File: src/rtl/fix_to_custom_float.sv
// Signed fixed-point to custom float {sign, exp bias 127, mantissa} converter, 3-stage pipeline.
// Optional macro FIX2FLT_INEXACT_EN adds out_inexact and a saturating inexact_cnt.
module fix_to_custom_float #(
  parameter int unsigned word_length = 24,
  parameter int unsigned int_bits    = 12,
  parameter int unsigned frac_bits   = 12
) (
  input  logic                          clk,
  input  logic                          rst_n,
  input  logic [int_bits+frac_bits-1:0] in_data,
  input  logic                          in_valid,
  output logic                          in_ready,
  output logic [word_length+7:0]        out_data,
  output logic                          out_valid,
`ifdef FIX2FLT_INEXACT_EN
  output logic                          out_inexact,
  output logic [15:0]                   inexact_cnt,
`endif
  input  logic                          out_ready
);

  localparam int unsigned N  = int_bits + frac_bits;
  localparam int unsigned M  = word_length - 1;
  localparam int unsigned PW = $clog2(N);
  localparam int unsigned XW = N + M;
  localparam logic [7:0] ExpBase = 8'(127 - frac_bits);

  if (frac_bits > 126 || int_bits > 127) begin : g_param_check
    $error("fix_to_custom_float: exponent range exceeded by frac_bits/int_bits");
  end

  logic                 adv;
  logic                 s1_valid_q, s1_valid_d, s1_sign_q, s1_sign_d;
  logic [N-1:0]         s1_mag_q, s1_mag_d;
  logic                 s2_valid_q, s2_valid_d, s2_sign_q, s2_sign_d, s2_zero_q, s2_zero_d;
  logic [N-1:0]         s2_mag_q, s2_mag_d;
  logic [PW-1:0]        s2_pos_q, s2_pos_d, pos;
  logic                 out_valid_q, out_valid_d;
  logic [word_length+7:0] out_data_q, out_data_d;

  logic [PW-1:0]        shamt;
  logic [N-1:0]         norm;
  logic [XW-1:0]        ext;
  logic [M-1:0]         mant;
  logic                 guard, sticky, rnd_up;
  logic [M:0]           mant_r;
  logic [7:0]           exp_b;

  assign adv       = !out_valid_q || out_ready;
  assign in_ready  = adv;
  assign out_valid = out_valid_q;
  assign out_data  = out_data_q;

  // Highest set bit wins: later iterations overwrite earlier ones.
  always_comb begin
    pos = '0;
    for (int i = 0; i < int'(N); i++) begin
      if (s1_mag_q[i]) pos = PW'(i);
    end
  end

  // Left-justify bits below the leading one; pad so guard/sticky always exist.
  always_comb begin
    shamt  = PW'(N - 1) - s2_pos_q;
    norm   = s2_mag_q << shamt;
    ext    = {norm[N-2:0], {(M + 1){1'b0}}};
    mant   = ext[XW-1 -: M];
    guard  = ext[N-1];
    sticky = |ext[N-2:0];
    rnd_up = guard & (sticky | mant[0]);
    mant_r = {1'b0, mant} + {{M{1'b0}}, rnd_up};
    exp_b  = ExpBase + 8'(s2_pos_q) + 8'(mant_r[M]);
  end

  always_comb begin
    s1_valid_d  = s1_valid_q;
    s1_sign_d   = s1_sign_q;
    s1_mag_d    = s1_mag_q;
    s2_valid_d  = s2_valid_q;
    s2_sign_d   = s2_sign_q;
    s2_zero_d   = s2_zero_q;
    s2_mag_d    = s2_mag_q;
    s2_pos_d    = s2_pos_q;
    out_valid_d = out_valid_q;
    out_data_d  = out_data_q;
    if (adv) begin
      s1_valid_d  = in_valid;
      s1_sign_d   = in_data[N-1];
      s1_mag_d    = in_data[N-1] ? (~in_data + 1'b1) : in_data;
      s2_valid_d  = s1_valid_q;
      s2_sign_d   = s1_sign_q;
      s2_zero_d   = (s1_mag_q == '0);
      s2_mag_d    = s1_mag_q;
      s2_pos_d    = pos;
      out_valid_d = s2_valid_q;
      out_data_d  = s2_zero_q ? '0 : {s2_sign_q, exp_b, mant_r[M-1:0]};
    end
  end

  always_ff @(posedge clk or negedge rst_n) begin
    if (!rst_n) begin
      s1_valid_q  <= 1'b0;
      s1_sign_q   <= 1'b0;
      s1_mag_q    <= '0;
      s2_valid_q  <= 1'b0;
      s2_sign_q   <= 1'b0;
      s2_zero_q   <= 1'b1;
      s2_mag_q    <= '0;
      s2_pos_q    <= '0;
      out_valid_q <= 1'b0;
      out_data_q  <= '0;
    end else begin
      s1_valid_q  <= s1_valid_d;
      s1_sign_q   <= s1_sign_d;
      s1_mag_q    <= s1_mag_d;
      s2_valid_q  <= s2_valid_d;
      s2_sign_q   <= s2_sign_d;
      s2_zero_q   <= s2_zero_d;
      s2_mag_q    <= s2_mag_d;
      s2_pos_q    <= s2_pos_d;
      out_valid_q <= out_valid_d;
      out_data_q  <= out_data_d;
    end
  end

`ifdef FIX2FLT_INEXACT_EN
  logic        inexact_q, inexact_d;
  logic [15:0] cnt_q, cnt_d;

  assign out_inexact = inexact_q;
  assign inexact_cnt = cnt_q;

  always_comb begin
    inexact_d = inexact_q;
    cnt_d     = cnt_q;
    if (adv) inexact_d = guard | sticky;
    if (out_valid_q && out_ready && inexact_q && (cnt_q != 16'hFFFF)) cnt_d = cnt_q + 16'd1;
  end

  always_ff @(posedge clk or negedge rst_n) begin
    if (!rst_n) begin
      inexact_q <= 1'b0;
      cnt_q     <= '0;
    end else begin
      inexact_q <= inexact_d;
      cnt_q     <= cnt_d;
    end
  end
`endif

endmodule

File: config.mk
export PLATFORM = sky130hd
export DESIGN_NAME = fix_to_custom_float
export DESIGN_NICKNAME = d
export VERILOG_FILES = /design/src/rtl/fix_to_custom_float.sv
export SDC_FILE = /design/constraint.sdc
export NUM_CORES = 1
export LEC_CHECK = 0
export BUFFER_PORTS_ARGS = -buffer_cell sky130_fd_sc_hd__buf_4
export CAP_MARGIN = 40
export CELL_PAD_IN_SITES_DETAIL_PLACEMENT = 0
export CELL_PAD_IN_SITES_GLOBAL_PLACEMENT = 1
export CORE_ASPECT_RATIO = 0.7
export CORE_MARGIN = 2
export CORE_UTILIZATION = 30
export CTS_CLUSTER_DIAMETER = 30
export DETAILED_ROUTE_END_ITERATION = 8
export GPL_TIMING_DRIVEN = 1
export PLACE_DENSITY = 0.64
export REMOVE_ABC_BUFFERS = 1
export SLEW_MARGIN = 20
export SYNTH_ARGS = -nofsm -noshare
export SYNTH_HDL_FRONTEND = slang
export SYNTH_SLANG_ARGS = --single-unit
File: constraint.sdc
create_clock -name clk -period 2.1 [get_ports clk]
set_input_delay 0.42 -clock clk [delete_from_list [all_inputs] [get_ports clk]]
set_output_delay 0.42 -clock clk [all_outputs]
set_load 0.01 [all_outputs]
## Word level (Yosys, flattened, before mapping)

Index checks and enable logic that the tools add are counted.

| cells by class | value |
|---|---|
| divide/modulo/power cells | 0 |
| order comparisons | 0 |
| reduce and logical (&&, ||, !) cells | 3 |
| bitwise gates (word level) | 1 |
| mux-type cells | 25 |
| $add $sub $neg | 3 |
| shift operators | 1 |
| equality and inequality tests | 0 |
| multiply operators | 0 |

Operator list:

| cell | number |
|---|---|
| 2-to-1 mux 5 bit | 19 |
| 2-to-1 mux 32 bit | 1 |
| adder 24 x 1 -> 24 bit, second input constant | 1 |
| zero test 24 bit | 1 |
| 2-to-1 mux 24 bit | 1 |
| NOT 24 bit | 1 |
| << shifter 24 x 5 -> 23 bit | 1 |
| adder 7 x 5 -> 8 bit, first input constant | 1 |
| subtractor 5 bit, first input constant | 1 |
| 2-to-1 mux 2 bit | 2 |
| 2-to-1 mux 3 bit | 1 |
| zero test 1 bit | 1 |
| logical OR 1 bit | 1 |
| 2-to-1 mux 1 bit | 1 |

| storage, ports and cells | value |
|---|---|
| bits in registers | 91 |
| output and inout port bits | 34 |
| input bits | 28 |
| word-level logic and storage cells | 43 |
| bits in latches | 0 |
| bits in read-only memories | 0 |
| RAM bits | 0 |
| memories kept | 0 |

## Logic depth before layout (Yosys ltp)

| depth | value |
|---|---|
| depth in word-level cells | 23 |
| gate-level depth with buffers | 8 |
| depth with buffers taken out | 7 |

## Worst setup path before layout

Ideal clock, no wire load.

| timing | value |
|---|---|
| path type | input port to flip-flop |
| start | input port in_data[14] |
| end | register s1_mag_q[22] |
| buffers on the path | 0 |
| stages on the path | 5 |
| data required time | 1.970 ns |
| setup slack | 0.092 ns |
| setup time | 0.130 ns |
| arrival time | 1.877 ns |
| cell sequence | or4_4 -> or3_4 -> o41ai_4 -> xor2_1 -> o21ai_1 |

| on the way | value |
|---|---|
| longest elaborated chain between the ends | 3 |

Ends and longest elaborated chain:

| element | line | text |
|---|---|---|
| start, declared | 10 | `input logic [int_bits+frac_bits-1:0] in_data,` |
| NOT 24 bit | 89 | `s1_mag_d = in_data[N-1] ? (~in_data + 1'b1) : in_data;` |
| adder 24 x 1 -> 24 bit | 89 |  |
| 2-to-1 mux 24 bit | 89 |  |
| end signal, assigned | 115 | `s1_mag_q <= s1_mag_d;` |
| end, declared | 34 | `logic [N-1:0] s1_mag_q, s1_mag_d;` |

No other way between the ends.
A chain may end at the register's enable or synchronous reset.

## Worst setup path in the final report

| timing | value |
|---|---|
| start | register s2_pos_q[0] |
| end | register out_data_q[21], in the netlist out_data[21] |

| on the way | value |
|---|---|
| longest elaborated chain between the ends | 3 |

Ends and longest elaborated chain:

| element | line | text |
|---|---|---|
| start, declared | 37 | `logic [PW-1:0] s2_pos_q, s2_pos_d, pos;` |
| start signal, assigned | 120 | `s2_pos_q <= s2_pos_d;` |
| subtractor 5 bit | 64 | `shamt = PW'(N - 1) - s2_pos_q;` |
| << shifter 24 x 5 -> 23 bit | 65 | `norm = s2_mag_q << shamt;` |
| 2-to-1 mux 32 bit | 96 | `out_data_d = s2_zero_q ? '0 : {s2_sign_q, exp_b, mant_r[M-1:0]};` |
| end signal, assigned | 122 | `out_data_q <= out_data_d;` |
| end, declared | 39 | `logic [word_length+7:0] out_data_q, out_data_d;` |

No other way between the ends.

==> report_table.html <==
<table>
<tr><th>Metric</th><th>Value</th></tr>
<tr><th colspan="2">Critical path</th></tr>
<tr><td>Reg2Reg Setup Slack</td><td>around 0.14 ns</td></tr>
<tr><td>Element type at the critical path start</td><td>flip-flop</td></tr>
<tr><td>Critical path type</td><td>flip-flop to flip-flop</td></tr>
<tr><td>Highest cell delay on the worst timing path</td><td>0.54 ns</td></tr>
<tr><td>Cell class contributing the biggest share of worst-path delay</td><td>multiplexers</td></tr>
<tr><td>Buffering stage count on the worst path with inverters included</td><td>1</td></tr>
<tr><td>Arrival time worst endpoint</td><td>between 2 and 2.5 ns</td></tr>
<tr><td>Peak fanout along the critical path</td><td>9</td></tr>
<tr><td>Standard cell with the maximum stage delay on the critical path</td><td>sky130_fd_sc_hd__mux4_2</td></tr>
<tr><td>CP Cell Sequence</td><td>buf_12, mux4_2, mux4_2, a221o_1</td></tr>
<tr><td>Crit end category</td><td>flip-flop</td></tr>
<tr><td>Critical Path Most Common Cell</td><td>sky130_fd_sc_hd__mux4_2</td></tr>
<tr><td>Required time at the worst-slack endpoint</td><td>2.33 ns</td></tr>
<tr><th colspan="2">Die</th></tr>
<tr><td>Initial Util</td><td>30.7%</td></tr>
<tr><td>Vertical die dimension</td><td>between 100 and 150 um</td></tr>
<tr><td>Boundary Pins</td><td>62</td></tr>
<tr><td>Total die area</td><td>about 18000 um2</td></tr>
<tr><td>Horiz. Die Dim</td><td>around 160 um</td></tr>
<tr><td>Total core area</td><td>between 15000 and 20000 um2</td></tr>
<tr><td>Standard-cell rows</td><td>39</td></tr>
<tr><th colspan="2">STA</th></tr>
<tr><td>Fin. Hold Viols</td><td>0</td></tr>
<tr><td>Achievable frequency</td><td>between 0.5 and 0.6 GHz</td></tr>
<tr><td>Worst Tran Pin Value</td><td>about 0.67 ns</td></tr>
<tr><td>Max-slew headroom at the worst pin</td><td>54.9%</td></tr>
<tr><td>Number of slew-limit violations in the final report</td><td>0</td></tr>
<tr><td>Summed negative setup slack over all endpoints</td><td>0 ns</td></tr>
<tr><td>Final setup violating endpoints</td><td>0</td></tr>
<tr><td>Post-route fraction of the period consumed by the critical path</td><td>93.3%</td></tr>
<tr><td>Unrepaired setup endpoints after global routing</td><td>false</td></tr>
<tr><td>Clock Skew</td><td>0.00718 ns</td></tr>
<tr><td>Post-route minimum period</td><td>between 1.5 and 2 ns</td></tr>
<tr><th colspan="2">Synthesis</th></tr>
<tr><td>Count of unique library cells instantiated by Yosys</td><td>50</td></tr>
<tr><td>Count of yosys warnings during synthesis</td><td>0</td></tr>
<tr><td>Share of synthesized registers carrying an async set or reset</td><td>between 90% and 100%</td></tr>
<tr><td>Ys flop type</td><td>sky130_fd_sc_hd__dfrtp_1</td></tr>
<tr><td>Synth Area per Inst</td><td>~9.2 um2</td></tr>
<tr><td>EDFF count, synth</td><td>0</td></tr>
<tr><td>Sequential area share after synthesis</td><td>44.9%</td></tr>
<tr><td>Synth Register Bits</td><td>90</td></tr>
<tr><td>Post-synthesis instance area</td><td>between 5000 and 6000 um2</td></tr>
<tr><td>Cells after synthesis</td><td>roughly 540</td></tr>
<tr><th colspan="2">Finish</th></tr>
<tr><td>Commonest cells after routing, fill and taps aside</td><td>sky130_fd_sc_hd__nand2_1 (143), sky130_fd_sc_hd__dfrtp_1 (89), sky130_fd_sc_hd__buf_4 (84)</td></tr>
<tr><td>Ratio of cells with drive above 1 in the final layout</td><td>between 20% and 30%</td></tr>
<tr><td>Post-route non-filler standard cell count</td><td>between 800 and 900</td></tr>
<tr><td>Number of filler cells placed in the layout</td><td>~1700</td></tr>
<tr><td>Area growth, synth to finish</td><td>24.9%</td></tr>
<tr><td>FF+latch area</td><td>2250 um2</td></tr>
<tr><td>Final Instance Area</td><td>between 6000 and 7000 um2</td></tr>
<tr><td>Leading cell type in the layout, fill and taps excluded</td><td>sky130_fd_sc_hd__nand2_1</td></tr>
<tr><td>Area taken by multi-input logic gates</td><td>approximately 2600 um2</td></tr>
<tr><td>Fin nets</td><td>644</td></tr>
<tr><td>Count of antenna diodes in the layout</td><td>0</td></tr>
<tr><th colspan="2">Route</th></tr>
<tr><td>Initial detailed-routing violation count</td><td>roughly 270</td></tr>
<tr><td>Number of vias after detailed routing</td><td>~4200</td></tr>
<tr><td>Pre-Repair DR Iteration Count</td><td>4</td></tr>
<tr><td>Post-route ant nets</td><td>0</td></tr>
<tr><td>Via-per-instance ratio</td><td>5.03</td></tr>
<tr><td>Total detailed-routing wirelength</td><td>between 10000 and 15000 um</td></tr>
<tr><td>Detail-routed net length per standard cell</td><td>between 15 and 20 um</td></tr>
<tr><td>DRC errors left</td><td>0</td></tr>
<tr><th colspan="2">GRT</th></tr>
<tr><td>GRT overflow</td><td>0</td></tr>
<tr><td>Total routing usage reported by global routing</td><td>16.1%</td></tr>
<tr><td>Number of global-route vias before repair</td><td>between 4000 and 5000</td></tr>
<tr><td>Maximum number of pins on one net before global-route repair</td><td>94</td></tr>
<tr><td>Initial antenna violation count</td><td>0</td></tr>
<tr><td>Wire length of the first global-routing pass</td><td>22400 um</td></tr>
<tr><th colspan="2">Clock network</th></tr>
<tr><td>Number of buffers inserted for hold repair after clock tree synthesis</td><td>0</td></tr>
<tr><td>Worst-Skew Late Latency</td><td>0.35 ns</td></tr>
<tr><td>Sink count of the clock tree</td><td>90</td></tr>
<tr><td>TritonCTS buffer count</td><td>9</td></tr>
<tr><td>CTS clock-pin slew for the worst setup and hold paths</td><td>0.07 ns</td></tr>
<tr><td>H-Tree Level Count</td><td>3</td></tr>
<tr><td>Clk buf depth</td><td>2</td></tr>
<tr><td>CTS tree</td><td>done</td></tr>
<tr><td>Root Driver</td><td>sky130_fd_sc_hd__clkbuf_16</td></tr>
<tr><th colspan="2">Placement</th></tr>
<tr><td>HPWL reported at the end of detailed placement</td><td>slightly below 10000 um</td></tr>
<tr><td>Post-placement cell area</td><td>5930 um2</td></tr>
<tr><td>Weighted congestion reported at the end of routability-driven placement</td><td>between 0.8 and 0.9</td></tr>
<tr><td>Port Buffers</td><td>61</td></tr>
<tr><td>Placed cell count</td><td>approximately 830</td></tr>
<tr><th colspan="2">Pwr</th></tr>
<tr><td>Worst vdd rail ir drop</td><td>approximately 520 uV</td></tr>
<tr><td>Leakage component of the power</td><td>approximately 2.8 nW</td></tr>
<tr><td>Final Total Pwr</td><td>~8.9 mW</td></tr>
<tr><td>Cell Pwr Density</td><td>between 1000 and 1500 nW/um2</td></tr>
<tr><th colspan="2">Run</th></tr>
<tr><td>MaxCap Viol Count</td><td>0</td></tr>
<tr><th colspan="2">Hold path</th></tr>
<tr><td>Class of the tightest hold or removal check</td><td>primary input to async pin</td></tr>
<tr><th colspan="2">Run status</th></tr>
<tr><td>Outcome</td><td>completed</td></tr>
</table>
layer usage:
metal  share of wire [%]  global-route usage [%]  vias to the layer above  routed length (um)
met2                  43                    23.3                      102                5790
met4                 1.0                    4.74                        0                 138
met5                   0                       0                        -                   0
li1                    -                       -                     2069                   -
met3                 5.5                    3.28                       13                 741
met1                  50                    24.3                     2056                6700
registers in the layout, indices dropped and copies added, names as in the netlist:
signal / cells
s1_sign_q: 1
out_data: 32
s1_valid_q: 1
s2_valid_q: 1
s1_mag_q: 24
s2_pos_q: 5
s2_sign_q: 1
s2_mag_q: 23
s2_zero_q: 1
out_valid: 1
path summary, 6_finish.rpt:
check                          endpoint        start  depth (start not counted)
max                        out_data[21]  s2_pos_q[0]                          4
min                          s1_valid_q        rst_n                          1
max reg2reg                out_data[21]  s2_pos_q[0]                          4
min reg2reg                   out_valid   s2_valid_q                          1
max in group asynchronous  s2_mag_q[18]        rst_n                          2
min in group clk             s1_valid_q     in_valid                          3
metrics by stage:
step,hold slack (ns),setup slack [ns],util [%]
final,0.0522,0.140,38.3
after global routing,0.0838,0.0107,38.3
after CTS,0.0610,0.0783,38.3
after detailed placement,0.443,-0.0663,36.3
after global placement,0.430,-0.0445,36.3
after floorplan,0.124,-4.32,-
cell families after synthesis:
family,synth area share (%)
adders and majority gates,0.748
xor gates and xnor gates,4.19
AOI/OAI and AO/OA,15.3
and+or+nand+nor,19.7
buffers and inverters,3.37
DFF,44.9
muxes,11.7
cells in the mapped netlist (all sizes together) (6+ instances only):
master | n | share of area (%)
nand2 | 143 | 11
dfrtp | 89 | 44
o21ai | 49 | 4.9
nor2 | 35 | 2.6
a21oi | 21 | 2.1
xor2 | 21 | 3.7
clkbuf | 18 | 1.3
mux4 | 18 | 8.1
mux2i | 15 | 3.0
buf | 14 | 1.2
nand3 | 9 | 0.90
o31ai | 9 | 1.3
inv | 8 | 0.60
nor4 | 8 | 1.1
a22o | 7 | 1.2
nand2b | 7 | 0.87
a22oi | 6 | 0.90
nor2b | 6 | 0.75
nor3 | 6 | 0.60
o41ai | 6 | 1.4
worst reg2reg max path: stages (launching register included):
cell	delay [ns]
sky130_fd_sc_hd__dfrtp_1	0.37
sky130_fd_sc_hd__buf_12	0.15
sky130_fd_sc_hd__mux4_2	0.55
sky130_fd_sc_hd__mux4_2	0.47
sky130_fd_sc_hd__a221o_1	0.32
timing repair:
item / in CTS / in global routing
buffers inserted: 0 / 0
setup endpoints to repair: 0 / 1
gates resized for setup: 0 / 1
power breakdown:
group          switching (mW)  internal [mW]
logic                    2.08           2.03
registers               0.584           2.37
clock network           0.693           1.16
total                    3.36           5.56
cell type report:
| class | instances | area share [%] |
|---|---|---|
| multi-input cells | 411 | 41.6 |
| well taps | 225 | 4.49 |
| clock inverters | 5 | 1.64 |
| flip-flops and latches | 90 | 36.0 |
| inverters | 11 | 0.659 |
| repair buffers | 90 | 12.0 |
| clock buffers | 11 | 3.71 |
No activity file was read; power rests on OpenSTA's default activity.
